<file path="config.mk">
export PLATFORM = sky130hd
export DESIGN_NAME = fifo_push_arbiter
export DESIGN_NICKNAME = d
export VERILOG_FILES = /design/src/rtl/fifo_push_arbiter.sv
export SDC_FILE = /design/constraint.sdc
export NUM_CORES = 1
export LEC_CHECK = 0
export CAP_MARGIN = 0
export CELL_PAD_IN_SITES_DETAIL_PLACEMENT = 0
export CELL_PAD_IN_SITES_GLOBAL_PLACEMENT = 2
export CORE_AREA = 2 2 71 73
export DETAILED_ROUTE_END_ITERATION = 8
export DIE_AREA = 0 0 73 75
export PLACE_DENSITY_LB_ADDON = 0.2
export REMOVE_ABC_BUFFERS = 1
export SETUP_SLACK_MARGIN = 0.2
export SYNTH_ARGS = -nofsm -noshare
export SYNTH_HDL_FRONTEND = slang
export SYNTH_SLANG_ARGS = --single-unit
export TNS_END_PERCENT = 10
</file>
<file path="constraint.sdc">
create_clock -name aclk -period 3.6 [get_ports aclk]
set_input_delay 0.54 -clock aclk [delete_from_list [all_inputs] [get_ports aclk]]
set_output_delay 0.54 -clock aclk [all_outputs]
set_load 0.02 [all_outputs]
</file>
<file path="src/rtl/fifo_push_arbiter.sv">
// fifo_push_arbiter
// Shares the write port of one single-clock FIFO between NB_REQ requesters.
// Fresh grants rotate round-robin from rr_ptr. A requester that pushes keeps
// the port for up to MAX_BURST consecutive beats so short packets stay
// contiguous in the FIFO. A locked requester that drops valid hands over the
// port in the same cycle, so there are no bubbles.
//
// Ports:
//   aclk, aresetn  clock and asynchronous active-low reset
//   req_valid      per-requester beat valid
//   req_data       requester i payload at [i*DATA_WIDTH +: DATA_WIDTH]
//   req_ready      one-hot (or zero) ready back to the selected requester
//   fifo_data      {grant_id, payload} written to the FIFO
//   fifo_push      FIFO write strobe
//   fifo_full      FIFO full flag; stalls the transfer without moving the lock
//   grant_id       index of the selected requester, meaningful while busy
//   busy           a requester (locked or freshly arbitrated) is selected
module fifo_push_arbiter #(
    parameter int NB_REQ     = 4,
    parameter int DATA_WIDTH = 8,
    parameter int MAX_BURST  = 4,
    parameter int IDW        = $clog2(NB_REQ)
) (
    input  logic                         aclk,
    input  logic                         aresetn,
    input  logic [NB_REQ-1:0]            req_valid,
    input  logic [NB_REQ*DATA_WIDTH-1:0] req_data,
    output logic [NB_REQ-1:0]            req_ready,
    output logic [IDW+DATA_WIDTH-1:0]    fifo_data,
    output logic                         fifo_push,
    input  logic                         fifo_full,
    output logic [IDW-1:0]               grant_id,
    output logic                         busy
);

    localparam int CW = $clog2(MAX_BURST + 1);
    localparam logic [IDW-1:0] LAST_IDX  = IDW'(NB_REQ - 1);
    localparam logic [CW-1:0]  BURST_END = CW'(MAX_BURST);

    typedef enum logic {
        ARB  = 1'b0,
        LOCK = 1'b1
    } state_e;

    state_e           state_q, state_d;
    logic [IDW-1:0]   rr_ptr_q, rr_ptr_d;
    logic [IDW-1:0]   owner_q, owner_d;
    logic [CW-1:0]    beat_cnt_q, beat_cnt_d;

    logic             owner_valid;
    logic             hold_lock;
    logic [IDW-1:0]   scan_base;
    logic             scan_hit;
    logic [IDW-1:0]   scan_idx;
    logic [IDW-1:0]   cand_idx;
    int               cand;
    int               sel_base;
    logic [IDW-1:0]   sel;
    logic             busy_raw;
    logic [CW-1:0]    cnt_next;

    // Increment modulo NB_REQ, so non-power-of-two counts wrap to 0.
    function automatic logic [IDW-1:0] wrap_inc(input logic [IDW-1:0] idx);
        return (idx == LAST_IDX) ? '0 : idx + 1'b1;
    endfunction

    always_ff @(posedge aclk or negedge aresetn) begin
        if (!aresetn) begin
            state_q    <= ARB;
            rr_ptr_q   <= '0;
            owner_q    <= '0;
            beat_cnt_q <= '0;
        end else begin
            state_q    <= state_d;
            rr_ptr_q   <= rr_ptr_d;
            owner_q    <= owner_d;
            beat_cnt_q <= beat_cnt_d;
        end
    end

    // Selection. When a lock is lost because the owner went idle, the fresh
    // scan starts just after the owner rather than at rr_ptr, so the
    // handover happens in the same cycle. The scan runs from the far end so
    // the lowest offset from scan_base wins without needing a loop break.
    always_comb begin
        owner_valid = req_valid[owner_q];
        hold_lock   = (state_q == LOCK) && owner_valid;
        scan_base   = (state_q == LOCK) ? wrap_inc(owner_q) : rr_ptr_q;
        scan_hit    = 1'b0;
        scan_idx    = '0;
        cand        = 0;
        cand_idx    = '0;
        for (int k = NB_REQ - 1; k >= 0; k--) begin
            cand     = (int'(scan_base) + k) % NB_REQ;
            cand_idx = IDW'(cand);
            if (req_valid[cand_idx]) begin
                scan_hit = 1'b1;
                scan_idx = cand_idx;
            end
        end
        sel      = hold_lock ? owner_q : scan_idx;
        busy_raw = hold_lock | scan_hit;
    end

    // Outputs are gated by aresetn so nothing is granted while reset is held,
    // even though req_valid may still be asserted.
    always_comb begin
        busy      = aresetn & busy_raw;
        grant_id  = busy ? sel : '0;
        fifo_push = busy & ~fifo_full;
        req_ready = '0;
        if (fifo_push) begin
            req_ready[sel] = 1'b1;
        end
        sel_base  = int'(sel) * DATA_WIDTH;
        fifo_data = {sel, req_data[sel_base +: DATA_WIDTH]};
    end

    // Burst bookkeeping. A push always wins over the idle-owner drop; a
    // stalled fresh winner is not recorded, so the scan simply repeats.
    always_comb begin
        state_d    = state_q;
        rr_ptr_d   = rr_ptr_q;
        owner_d    = owner_q;
        beat_cnt_d = beat_cnt_q;
        cnt_next   = (hold_lock ? beat_cnt_q : '0) + 1'b1;
        if (fifo_push) begin
            if (cnt_next == BURST_END) begin
                state_d    = ARB;
                beat_cnt_d = '0;
                rr_ptr_d   = wrap_inc(sel);
            end else begin
                state_d    = LOCK;
                owner_d    = sel;
                beat_cnt_d = cnt_next;
            end
        end else if ((state_q == LOCK) && !owner_valid) begin
            state_d    = ARB;
            beat_cnt_d = '0;
            rr_ptr_d   = wrap_inc(owner_q);
        end
    end

endmodule

</file>
; ---- Word level (Yosys, flattened, before mapping)
; Cells that the tools add are included.
[totals]
out_inout_bits = 18
in_bits = 39
wordCells = 70
reg_bits = 8
[classes]
n_eq_ne = 4
shifts = 1
n_bitwise = 5
magnitude_cmp = 7
addsub = 6
n_reduce_logical = 7
muxes = 36
[ops]
columns = cell, n
row1 = indexed part select 32 x 6 -> 8 bit, 1
row2 = two-way mux 2 bit, 12
row3 = "less-than comparator 2 x 3 -> 1 bit, second input constant", 6
row4 = two-way mux 1 bit, 13
row5 = two-way mux 3 bit, 4
row6 = binary-select mux 1 bit (select 2 bit), 5
row7 = "adder 2 x 1 -> 2 bit, second input constant", 3
row8 = "adder 2 bit, second input constant", 2
row9 = "== test 2 bit, second input constant", 2
row10 = two-way mux 4 bit, 1
row11 = AND reduction 2 bit, 2
row12 = "adder 3 x 1 -> 3 bit, second input constant", 1
row13 = "== test 3 bit, second input constant", 1
row14 = logical AND 1 bit, 3
row15 = AND 1 bit, 2
row16 = demux 1 bit (select 2 bit), 1
row17 = "greater-or-equal comparator 2 x 1 -> 1 bit, second input constant", 1
row18 = "inequality test 2 x 1 -> 1 bit, second input constant", 1
row19 = NOT 1 bit, 2
row20 = nonzero test 2 bit, 1
row21 = zero test 1 bit, 1
row22 = bitwise OR 1 bit, 1

; ---- Depth between registers and ports, before layout
[logic_depth]
word_depth = 16
mapped_depth = 11
ltp_nobuf = 9

; ---- Worst setup path after synthesis
; OpenSTA, ideal clock, no wires.
[synth_path]
path_type = in2out
from = input req_valid[3]
to = output req_ready[1]
required_ns = 3.060
slack_ns = 0.614
n_path_buf = 2
arrival_ns = 2.446
stages = 7
path_cell_list = mux4_2 -> and2_4 -> o21bai_1 -> o31a_1 -> buf_6 -> buf_8 -> nor3_1
[synth_via]
elab_chain_len = 12
word_cells_on_any_way = 29
classes_between = order compare (2) / mux (22) / bitwise (3) / reduce/logical (2)
[synth_lines]
columns = element, line_no
row1 = from (decl), 26  ; input logic [NB_REQ-1:0] req_valid,
row2 = binary-select mux 1 bit (select 2 bit), 96  ; if (req_valid[cand_idx]) begin
row3 = two-way mux 1 bit (not written as such), 96
row4 = two-way mux 2 bit (4 in series), 96
row5 = two-way mux 2 bit, 101  ; sel = hold_lock ? owner_q : scan_idx;
row6 = less-than comparator 2 x 3 -> 1 bit (not written as such) or greater-or-equal comparator 2 x 1 -> 1 bit (tied branches), 113  ; req_ready[sel] = 1'b1;
row7 = logical AND 1 bit (not written as such), 113
row8 = two-way mux 1 bit (not written as such), 113
row9 = demux 1 bit (select 2 bit), 113
row10 = two-way mux 4 bit *, 112  ; if (fifo_push) begin
row11 = to (decl), 28  ; output logic [NB_REQ-1:0] req_ready,
; Mark *: on every way between the ends. The rest lies on a longest branch, timed or not. The select of a mux whose other input is x is not followed.

; ---- Final worst setup path
[layout_path]
from = register owner_q[0]
to = output fifo_data[6]
[layout_via]
elab_chain_len = 12
word_cells_on_any_way = 24
classes_between = add/sub (4) / eq/ne (1) / shift (1) / mux (17) / reduce/logical (1)
[layout_lines]
columns = element, line_no
row1 = from (decl), 47  ; logic [IDW-1:0] owner_q, owner_d;
row2 = from (signal assigned), 76  ; owner_q <= owner_d;
row3 = adder 2 x 1 -> 2 bit or == test 2 bit (tied branches), 64  ; return (idx == LAST_IDX) ? '0 : idx + 1'b1;
row4 = two-way mux 2 bit, 64
row5 = two-way mux 2 bit, 88  ; scan_base = (state_q == LOCK) ? wrap_inc(owner_q) : rr_ptr_q;
row6 = adder 2 bit, 94  ; cand = (int'(scan_base) + k) % NB_REQ;
row7 = binary-select mux 1 bit (select 2 bit), 96
row8 = two-way mux 1 bit (not written as such), 96
row9 = two-way mux 2 bit (4 in series), 96
row10 = two-way mux 2 bit *, 101
row11 = indexed part select 32 x 6 -> 8 bit *, 116  ; fifo_data = {sel, req_data[sel_base +: DATA_WIDTH]};
row12 = to (decl), 29  ; output logic [IDW+DATA_WIDTH-1:0] fifo_data,
; Marked as above.

==> results by group <==
Outcome
  • Outcome: complete, no violations

Final layout
  • Final instance area: 1719 um2
  • Multi-input logic area: 664.4 um2
  • Syn-to-layout area delta: 80.32%
  • Fin nets: 214
  • Inserted Diodes: 0
  • Post-layout util: 36.89%
  • Fill count: 487
  • Share of cells above drive strength 1: 30.95%
  • Register Area: 201.4 um2

Clock network
  • Clk Latency, worst-skew pair: 0.22 ns
  • CTS HTree Levels: 1
  • Sink Count: 8
  • CTS tree: done
  • Clock-pin slew on the worst setup and hold paths: 0.04 ns
  • TritonCTS Buffers: 3
  • CTS Buffer Depth: 2
  • Clk root buf: clkbuf_8
  • Cts hold-fix bufs: 0

Yosys
  • Async set-reset flop share out of synthesis: 100.0%
  • Post-Synthesis Cells: 96
  • Number of synthesized flops with an enable pin: 0
  • Post-synth top area share: 21.00%
  • Synth top area cells: dfrtp_1, mux4_1, mux4_2, ha_1, inv_1
  • Synth warn: 0
  • #FFs+latches synth: 8
  • Top post-synthesis cells by count: inv_1, nand2_1, nor2_1
  • Area leader, netlist: dfrtp_1
  • Main synth FF type: dfrtp_1
  • Avg Cell Area, Syn: 9.931 um2
  • Sequential share of the synthesized area: 21.00%
  • Synth cell types: 35
  • Cell Area, Synth: 953.4 um2

Drt
  • Routed wire length: 3297 um
  • Via-per-instance ratio: 4.811
  • Via count: 1068
  • DRC Markers: 0
  • Post-route ant nets: 0
  • 1st-iter DRT viols: 28
  • Wire per inst: 14.85 um
  • DR pass1 iterations: 4

Power and ir drop
  • Sw Pwr: 0.0004519 W
  • Max VDD drop: 235.3 uV
  • Clock network power share: 9.3%
  • Leakage: 0.7950 nW
  • P_int: 0.0006444 W
  • Pwr dens: 637.7 nW/um2
  • Sequential power share: 14.8%
  • Comb power frac: 75.9%
  • Switching share of power: 41.22%

Floorplan
  • I/O pin count: 57
  • Row count: 25
  • Die X-Extent: 73 um
  • Die ar.: 5475 um2
  • Initial Utilization: 20.46%
  • Die height: 75 um
  • Core Area: 4661 um2

STA
  • Slew headroom: 74.51%
  • Setup violations, final: 0
  • Unrepaired setup endpoints after global routing: no
  • Fmax: 0.3035 GHz
  • Pins Over Slew Limit: 0
  • Fin crit share: 91.51%
  • Worst clock skew: 0.001398 ns
  • Post-route setup slack: 0.3055 ns
  • Slew of the pin with the lowest slew margin: 0.3774 ns
  • Tightest hold margin: 0.4868 ns
  • Hold Vio Cnt, Final: 0
  • Crit path time final: 3.295 ns

Worst setup path
  • R2R cell count: 7
  • Worst setup path class: flip-flop to output port
  • Worst Setup Start Kind: flip-flop
  • CP arrival: 2.75 ns
  • Crit path max fanout: 8
  • CP required: 3.06 ns
  • Crit. End Element: output port

GRT
  • Total grt overflow: 0
  • Antenna violations before repair: 0
  • First-pass GRT wire length: 4726 um
  • Largest net degree at the start of global routing: 16
  • Total track usage: 11.12%
  • Vias in the first global route: 1021

Placement
  • DP Area: 1628 um2
  • DPL Wire Length: 2636 um
  • Dpl ws: -0.2522 ns
  • Buffers on Ports: 56
  • Final GP Congestion: 0.7975

Run
  • MaxCap Viol Count: 0

Hold path
  • Worst hold path class: flip-flop to flip-flop
  • Hold path depth: 2
==> critical path, stage by stage, from the launching register on <==
cell	delay, ns
dfrtp_2	0.46
mux4_2	0.54
and2_4	0.18
o21bai_1	0.14
o31a_1	0.34
buf_12	0.15
buf_6	0.13
mux4_2	0.43
buf_6	0.15
==> what timing repair did <==
| action | 4_1_cts | 5_1_grt |
|---|---|---|
| resized for setup | 40 | 23 |
| pin swaps | 1 | 1 |
| buffers inserted | 0 | 5 |
| endpoints found under the setup margin | 16 | 12 |
==> cells by family (layout without fill, tap and decap cells) <==
kind of cell,count (synthesis),count (layout),share of synthesized area [%]
fa+ha+maj,5,5,6.562
compound gates,19,19,14.57
flops,8,8,21.00
simple gates,36,36,19.03
buf+inv,15,87,11.02
mux,13,13,27.82
==> metal layers <==
metal | up-vias | track usage (%) | routed length (um)
met5 | - | 0 | 0
met3 | 4 | 3.213 | 390
met1 | 496 | 13.01 | 1339
met2 | 69 | 19.62 | 1532
li1 | 499 | - | -
met4 | 0 | 3.498 | 36
==> cell usage in the layout, fill, tap and decap left out, types with 2 or more instances in the layout <==
cell type        count
dfrtp_1              7
mux2_2               3
buf_6                5
dlymetal6s2s_1       4
mux4_2               5
ha_1                 4
o21ai_0              3
nand3_1              4
o21bai_1             2
nor2_1               9
nor3_1               2
o31ai_1              2
and3_2               4
or2_2                3
dlygate4sd2_1        6
mux4_1               4
and2_1               2
buf_4               18
clkdlybuf4s50_1     36
inv_1                9
clkbuf_8             3
nand2_1              9
a21oi_1              3
buf_2                3
==> final timing paths <==
| kind | endpoint | slack [ns] | from |
|---|---|---|---|
| setup / recovery | fifo_data[6] | 0.31 | owner_q[0]$_DFFE_PN0P_ |
| hold / removal | beat_cnt_q[2]$_DFFE_PN0P_ | 0.49 | beat_cnt_q[2]$_DFFE_PN0P_ |
| setup reg to reg | owner_q[1]$_DFFE_PN0P_ | 0.97 | owner_q[0]$_DFFE_PN0P_ |
| hold reg to reg | beat_cnt_q[2]$_DFFE_PN0P_ | 0.49 | beat_cnt_q[2]$_DFFE_PN0P_ |
| max in group asynchronous | owner_q[0]$_DFFE_PN0P_ | 2.78 | aresetn |
| min in group asynchronous | rr_ptr_q[1]$_DFFE_PN0P_ | 0.68 | aresetn |
==> power groups by stage <==
| stage | clock network (W) | registers [W] | logic (W) |
|---|---|---|---|
| 2_1_floorplan | 0 | 0.000148 | 0.000438 |
| 6_report | 0.000102 | 0.000162 | 0.000832 |
| 5_1_grt | 0.000114 | 0.000166 | 0.000896 |
| 3_5_place_dp | 0 | 0.000157 | 0.000794 |
| 3_3_place_gp | 0 | 0.000156 | 0.000789 |
| 4_1_cts | 0.000107 | 0.000155 | 0.000724 |
==> area by class of cell <==
cell class	instances	share of cell area, %
repair buffers	75	41.34
multi-input cells	73	38.65
flip-flops and latches	8	11.72
well taps	54	3.930
clock buffers	3	2.402
inverters	9	1.965
==> metrics by stage <==
stage	setup TNS [ns]	total power [W]	instances
after detailed placement	-1.955	0.0009512	214
after floorplan	-0.1309	0.0005859	90
after CTS	0	0.0009854	217
final	0	0.001096	222
after global placement	-1.458	0.0009443	214
after global routing	0	0.001175	222
==> registers in the layout, indices dropped and copies added (netlist names) <==
signal	cells
state_q	1
rr_ptr_q	2
beat_cnt_q	3
owner_q	2
No activity file was read; power rests on OpenSTA's default activity.
